<file path="src/rtl/shift_arithmetic_left_seq_if.sv">
// Operand/result handshake bundle for the sequential arithmetic-left shifter.
// master = producer/consumer side, slave = shifter side.
interface shift_arithmetic_left_seq_if #(
   parameter int Nbits   = 32,
   parameter int ShWidth = $clog2(Nbits)
);
   logic               in_valid;
   logic               in_ready;
   logic [Nbits-1:0]   In;
   logic [ShWidth-1:0] ShAmt;
   logic               out_valid;
   logic               out_ready;
   logic [Nbits-1:0]   Out;
   logic               Overflow;

   modport master (
      output in_valid, In, ShAmt, out_ready,
      input  in_ready, out_valid, Out, Overflow
   );

   modport slave (
      input  in_valid, In, ShAmt, out_ready,
      output in_ready, out_valid, Out, Overflow
   );
endinterface

</file>
<file path="src/rtl/shift_arithmetic_left_seq.sv">
// Multi-cycle arithmetic left shifter: one bit per clock, zero fill, signed overflow flag.
// Optional macro SAL_SATURATE_EN clamps an overflowed result to the signed extreme.
//
// state | meaning
// IDLE  | in_ready=1, waiting for an operand
// SHIFT | shifting acc left one bit per cycle, cnt counts down to 1
// DONE  | out_valid=1, result held until out_ready
module shift_arithmetic_left_seq #(
   parameter int Nbits   = 32,
   parameter int ShWidth = $clog2(Nbits)
) (
   input logic                     clk,
   input logic                     reset,
   shift_arithmetic_left_seq_if.slave bus
);
   typedef enum logic [1:0] {IDLE, SHIFT, DONE} state_t;

   state_t             state;
   logic [Nbits-1:0]   acc;
   logic [ShWidth-1:0] cnt;
   logic               ovf;
   logic               in_ready_q;
   logic               out_valid_q;
   logic               ovf_next;

   // The bit about to be shifted out must equal the bit that becomes the new MSB.
   assign ovf_next = ovf | (acc[Nbits-1] ^ acc[Nbits-2]);

`ifdef SAL_SATURATE_EN
   localparam logic [Nbits-1:0] MostNeg = {1'b1, {(Nbits-1){1'b0}}};
   localparam logic [Nbits-1:0] MostPos = {1'b0, {(Nbits-1){1'b1}}};
   logic sgn;

   always_ff @(posedge clk) begin
      if (reset)
         sgn <= 1'b0;
      else if (state == IDLE && bus.in_valid)
         sgn <= bus.In[Nbits-1];
   end
`endif

   always_ff @(posedge clk) begin
      if (reset) begin
         state       <= IDLE;
         acc         <= '0;
         cnt         <= '0;
         ovf         <= 1'b0;
         in_ready_q  <= 1'b1;
         out_valid_q <= 1'b0;
      end else begin
         case (state)
            IDLE: begin
               if (bus.in_valid) begin
                  acc        <= bus.In;
                  cnt        <= bus.ShAmt;
                  ovf        <= 1'b0;
                  in_ready_q <= 1'b0;
                  if (bus.ShAmt == '0) begin
                     state       <= DONE;
                     out_valid_q <= 1'b1;
                  end else begin
                     state <= SHIFT;
                  end
               end
            end
            SHIFT: begin
               acc <= {acc[Nbits-2:0], 1'b0};
               ovf <= ovf_next;
               cnt <= cnt - 1'b1;
               if (cnt == ShWidth'(1)) begin
                  state       <= DONE;
                  out_valid_q <= 1'b1;
`ifdef SAL_SATURATE_EN
                  // Clamp on the last shift so Out stays a plain register in DONE.
                  if (ovf_next)
                     acc <= sgn ? MostNeg : MostPos;
`endif
               end
            end
            DONE: begin
               if (bus.out_ready) begin
                  state       <= IDLE;
                  out_valid_q <= 1'b0;
                  in_ready_q  <= 1'b1;
               end
            end
            default: begin
               state       <= IDLE;
               out_valid_q <= 1'b0;
               in_ready_q  <= 1'b1;
            end
         endcase
      end
   end

   assign bus.in_ready  = in_ready_q;
   assign bus.out_valid = out_valid_q;
   assign bus.Out       = acc;
   assign bus.Overflow  = ovf;
endmodule

</file>
<file path="src/flat_wrapper.sv">
// flat-port wrapper written by rule: the top's interface ports become plain ports
module shift_arithmetic_left_seq_flat 
#(
   parameter int Nbits   = 32,
   parameter int ShWidth = $clog2(Nbits)
)
  (clk, reset, bus_in_valid, bus_In, bus_ShAmt, bus_out_ready, bus_in_ready, bus_out_valid, bus_Out, bus_Overflow);
  shift_arithmetic_left_seq_if #(.Nbits(Nbits), .ShWidth(ShWidth)) bus_i ();
  input logic clk;
  input logic reset;
  input wire logic [$bits(bus_i.in_valid)-1:0] bus_in_valid;
  input wire logic [$bits(bus_i.In)-1:0] bus_In;
  input wire logic [$bits(bus_i.ShAmt)-1:0] bus_ShAmt;
  input wire logic [$bits(bus_i.out_ready)-1:0] bus_out_ready;
  output wire logic [$bits(bus_i.in_ready)-1:0] bus_in_ready;
  output wire logic [$bits(bus_i.out_valid)-1:0] bus_out_valid;
  output wire logic [$bits(bus_i.Out)-1:0] bus_Out;
  output wire logic [$bits(bus_i.Overflow)-1:0] bus_Overflow;
  assign bus_i.in_valid = bus_in_valid;
  assign bus_i.In = bus_In;
  assign bus_i.ShAmt = bus_ShAmt;
  assign bus_i.out_ready = bus_out_ready;
  assign bus_in_ready = bus_i.in_ready;
  assign bus_out_valid = bus_i.out_valid;
  assign bus_Out = bus_i.Out;
  assign bus_Overflow = bus_i.Overflow;
  shift_arithmetic_left_seq #(.Nbits(Nbits), .ShWidth(ShWidth)) u_core (.clk(clk), .reset(reset), .bus(bus_i));
endmodule
</file>
<file path="config.mk">
export PLATFORM = sky130hd
export DESIGN_NAME = shift_arithmetic_left_seq_flat
export DESIGN_NICKNAME = d
export VERILOG_FILES = /design/src/rtl/shift_arithmetic_left_seq_if.sv /design/src/rtl/shift_arithmetic_left_seq.sv /design/src/flat_wrapper.sv
export SDC_FILE = /design/constraint.sdc
export NUM_CORES = 1
export LEC_CHECK = 0
export ABC_AREA = 1
export BUFFER_PORTS_ARGS = -buffer_cell sky130_fd_sc_hd__buf_2
export CAP_MARGIN = 5
export CELL_PAD_IN_SITES_DETAIL_PLACEMENT = 0
export CELL_PAD_IN_SITES_GLOBAL_PLACEMENT = 1
export CORE_MARGIN = 2
export CORE_UTILIZATION = 36
export CTS_CLUSTER_SIZE = 40
export DETAILED_ROUTE_END_ITERATION = 6
export GPL_TIMING_DRIVEN = 0
export PLACE_DENSITY = 0.88
export SKIP_LAST_GASP = 1
export SLEW_MARGIN = 20
export SYNTH_ARGS = -nofsm -noshare
export SYNTH_HDL_FRONTEND = slang
export SYNTH_SLANG_ARGS = --single-unit
</file>
<file path="constraint.sdc">
create_clock -name clk -period 2.6 [get_ports clk]
set_input_delay 0.13 -clock clk [delete_from_list [all_inputs] [get_ports clk]]
set_output_delay 0.13 -clock clk [all_outputs]
set_load 0.005 [all_outputs]
</file>
==> qor.txt <==
status = completed
final WL = 5.33 mm
Yosys reg bits = 42
Yosys top cell area share = 0.413
f_max = 0.710 GHz
EDFF count, synth = 0
GRT overflow = 0
final setup skew = 0.00381 ns
clock buffer depth = 2
Post-CTS Resized = 0
Synth area leaders = dfxtp_1, o21ai_1, a21oi_1, nand2_1, inv_1
Starting DRT DRC Count = 94
cts bufs inserted = 5
Post-synth top cells = nand2_1, o21ai_1, inv_1
placed wire-length estimate = 3.95 mm
max-cap violations = 0
DR vias = 2107
layout cell share with drive strength beyond 1 = 0.261
static leakage = 1.28 nW
largest net degree at the start of global routing = 13
pwr/cell area = 754 nW/µm²
Hold/Removal Path Class = in -> reg
post-route cell area = 2590 µm²
synthesized area per cell = 6.88 µm²
fin crit period = 1.41 ns
vias in the first global route = 1891
Fillers = 625
prevailing post-synth register cell = dfxtp_1
Net count, final = 421
n_diodes = 0
Die Width = 79.2 µm
Die Area = 6280 µm²
Post CTS Setup Buffer Count = 0
first-pass GRT wire length = 8.62 mm
row count = 27
Root Driver = clkbuf_8
Critical Path AT = 1.59 ns
RSZ-0062 raised after global routing = false
required time worst endpoint = 2.78 ns
Vias/cell = 4.67
worst vdd ir = 0.000333 V
dpl cell area = 2500 µm²
Boundary Pins = 76
WL/cell = 11.8 µm
worst skew pair latency = 0.29 ns
Worst-Margin Slew = 0.443 ns
largest area contributor in the netlist = dfxtp_1
Die Ht = 79.2 µm
Ys Warns = 0
RePlAce Congestion = 0.774
H-tree levels = 2
Critical Path Source = u_core.state[1]
post-route core utilization = 0.474
hold path startpoint = reset
multi-input logic area = 913 µm²
post-synth net total = 339
final setup vio count = 0
Mapped Cells = 296
initial antenna violation count = 0
starting density of the core = 0.372
Worst-path clk slew = 0.08 ns
headroom to the max-slew limit = 0.705
CTS tree = built
Final Hold Fails = 0
clock sinks = 42
core area = 5470 µm²
RR Startpoint = u_core.state[1]
sequential-to-total area share from yosys stat = 0.413
post-route DRC violation count = 0
Cell variety after synth = 19
fin. max-slew vios = 0
Register Area = 841 µm²
Worst setup SP type = flop
most numerous cell in the Yosys netlist = nand2_1
antenna viol nets, final = 0
hold buffers post-CTS = 0
synth-to-layout area growth = 27.3%
PortBufs = 75
fin crit share = 0.542
worst-path fanout max = 10
CP Capture Type = flop
post-synthesis cell area = 2040 µm²
drt first pass iters = 4
gr usage total = 0.173
critical path class = reg -> reg
setup_tns = 0 ns
FFs w/ async S/R, synth = 0
[per-stage QoR]
| step | std cells | hold WS, ns | power (mW) | setup WS, ns |
|---|---|---|---|---|
| 6_report | 451 | 0.0915 | 1.96 | 1.19 |
| 2_1_floorplan | 296 | 0.199 | 1.29 | 1.42 |
| 3_3_place_gp | 443 | 0.400 | 1.53 | 1.16 |
| 3_5_place_dp | 443 | 0.402 | 1.54 | 1.19 |
| 5_1_grt | 451 | 0.0960 | 2.11 | 1.00 |
| 4_1_cts | 451 | 0.0886 | 1.98 | 1.17 |
[logic make-up (layout without fill, tap and decap cells)]
logic type	count (synthesis)	in the layout	share of synthesized area
compound gates	112	112	0.277
fa+ha+maj	2	2	0.0123
simple gates	78	78	0.159
buf+inv	62	145	0.139
flops	42	42	0.413
[layer usage]
metal | wire length (µm) | track usage | vias to the layer above | share of wire
met5 | 0 | 0 | - | 0
met4 | 46 | 0.0500 | 0 | 0.0086
met3 | 341 | 0.0500 | 5 | 0.064
met2 | 2410 | 0.281 | 55 | 0.45
met1 | 2530 | 0.222 | 922 | 0.47
li1 | - | - | 1125 | -
[path summary, 6_finish.rpt]
kind / endpoint / slack (ns) / cells past startpoint
setup / recovery: u_core.bus.Out[21] / 1.19 / 6
hold / removal: u_core.cnt[4] / 0.09 / 2
setup reg to reg: u_core.bus.Out[21] / 1.19 / 6
hold reg to reg: u_core.bus.Out[28] / 0.46 / 2
[layout by cell type, fill, tap and decap left out]
cell type  instances
nor2_1             7
inv_1             44
a21oi_1           43
o2111ai_1          1
inv_2              1
clkbuf_1           6
buf_6              4
dfxtp_1           42
o21ai_1           48
nand3_1           10
clkbuf_8           6
nand3b_1           1
ha_1               2
nor2_2             2
clkinv_2           1
nand2_1           54
nand4_1            2
buf_2             79
buf_4              4
o21ai_0           20
nand2_2            2
[power breakdown]
group | internal, mW | switching (mW) | total [mW]
clock | 0.214 | 0.220 | 0.435
sequential | 0.763 | 0.0682 | 0.831
combinational | 0.283 | 0.406 | 0.689
total | 1.26 | 0.694 | 1.96
[critical path: stages, from the launching register on]
cell	delay [ns]
dfxtp_1	0.43
inv_2	0.08
nand2_2	0.09
clkbuf_1	0.37
o21ai_0	0.14
o21ai_1	0.14
a21oi_1	0.05
[area by class of cell]
type	count	share of cell area
Timing Repair Buffer	75	0.145
Inverter	45	0.0651
Tap cell	72	0.0347
Clock inverter	1	0.00193
Sequential cell	42	0.324
Clock buffer	7	0.0333
Multi-Input combinational cell	192	0.352
Buffer	17	0.0439
[state kept, by name, indices dropped and copies added, names as in the netlist]
name                  flops
u_core.cnt                5
u_core.bus.in_ready       1
u_core.bus.Overflow       1
u_core.bus.out_valid      1
u_core.state              2
u_core.bus.Out           32
Note: power is estimated with default switching activity, not from simulation.
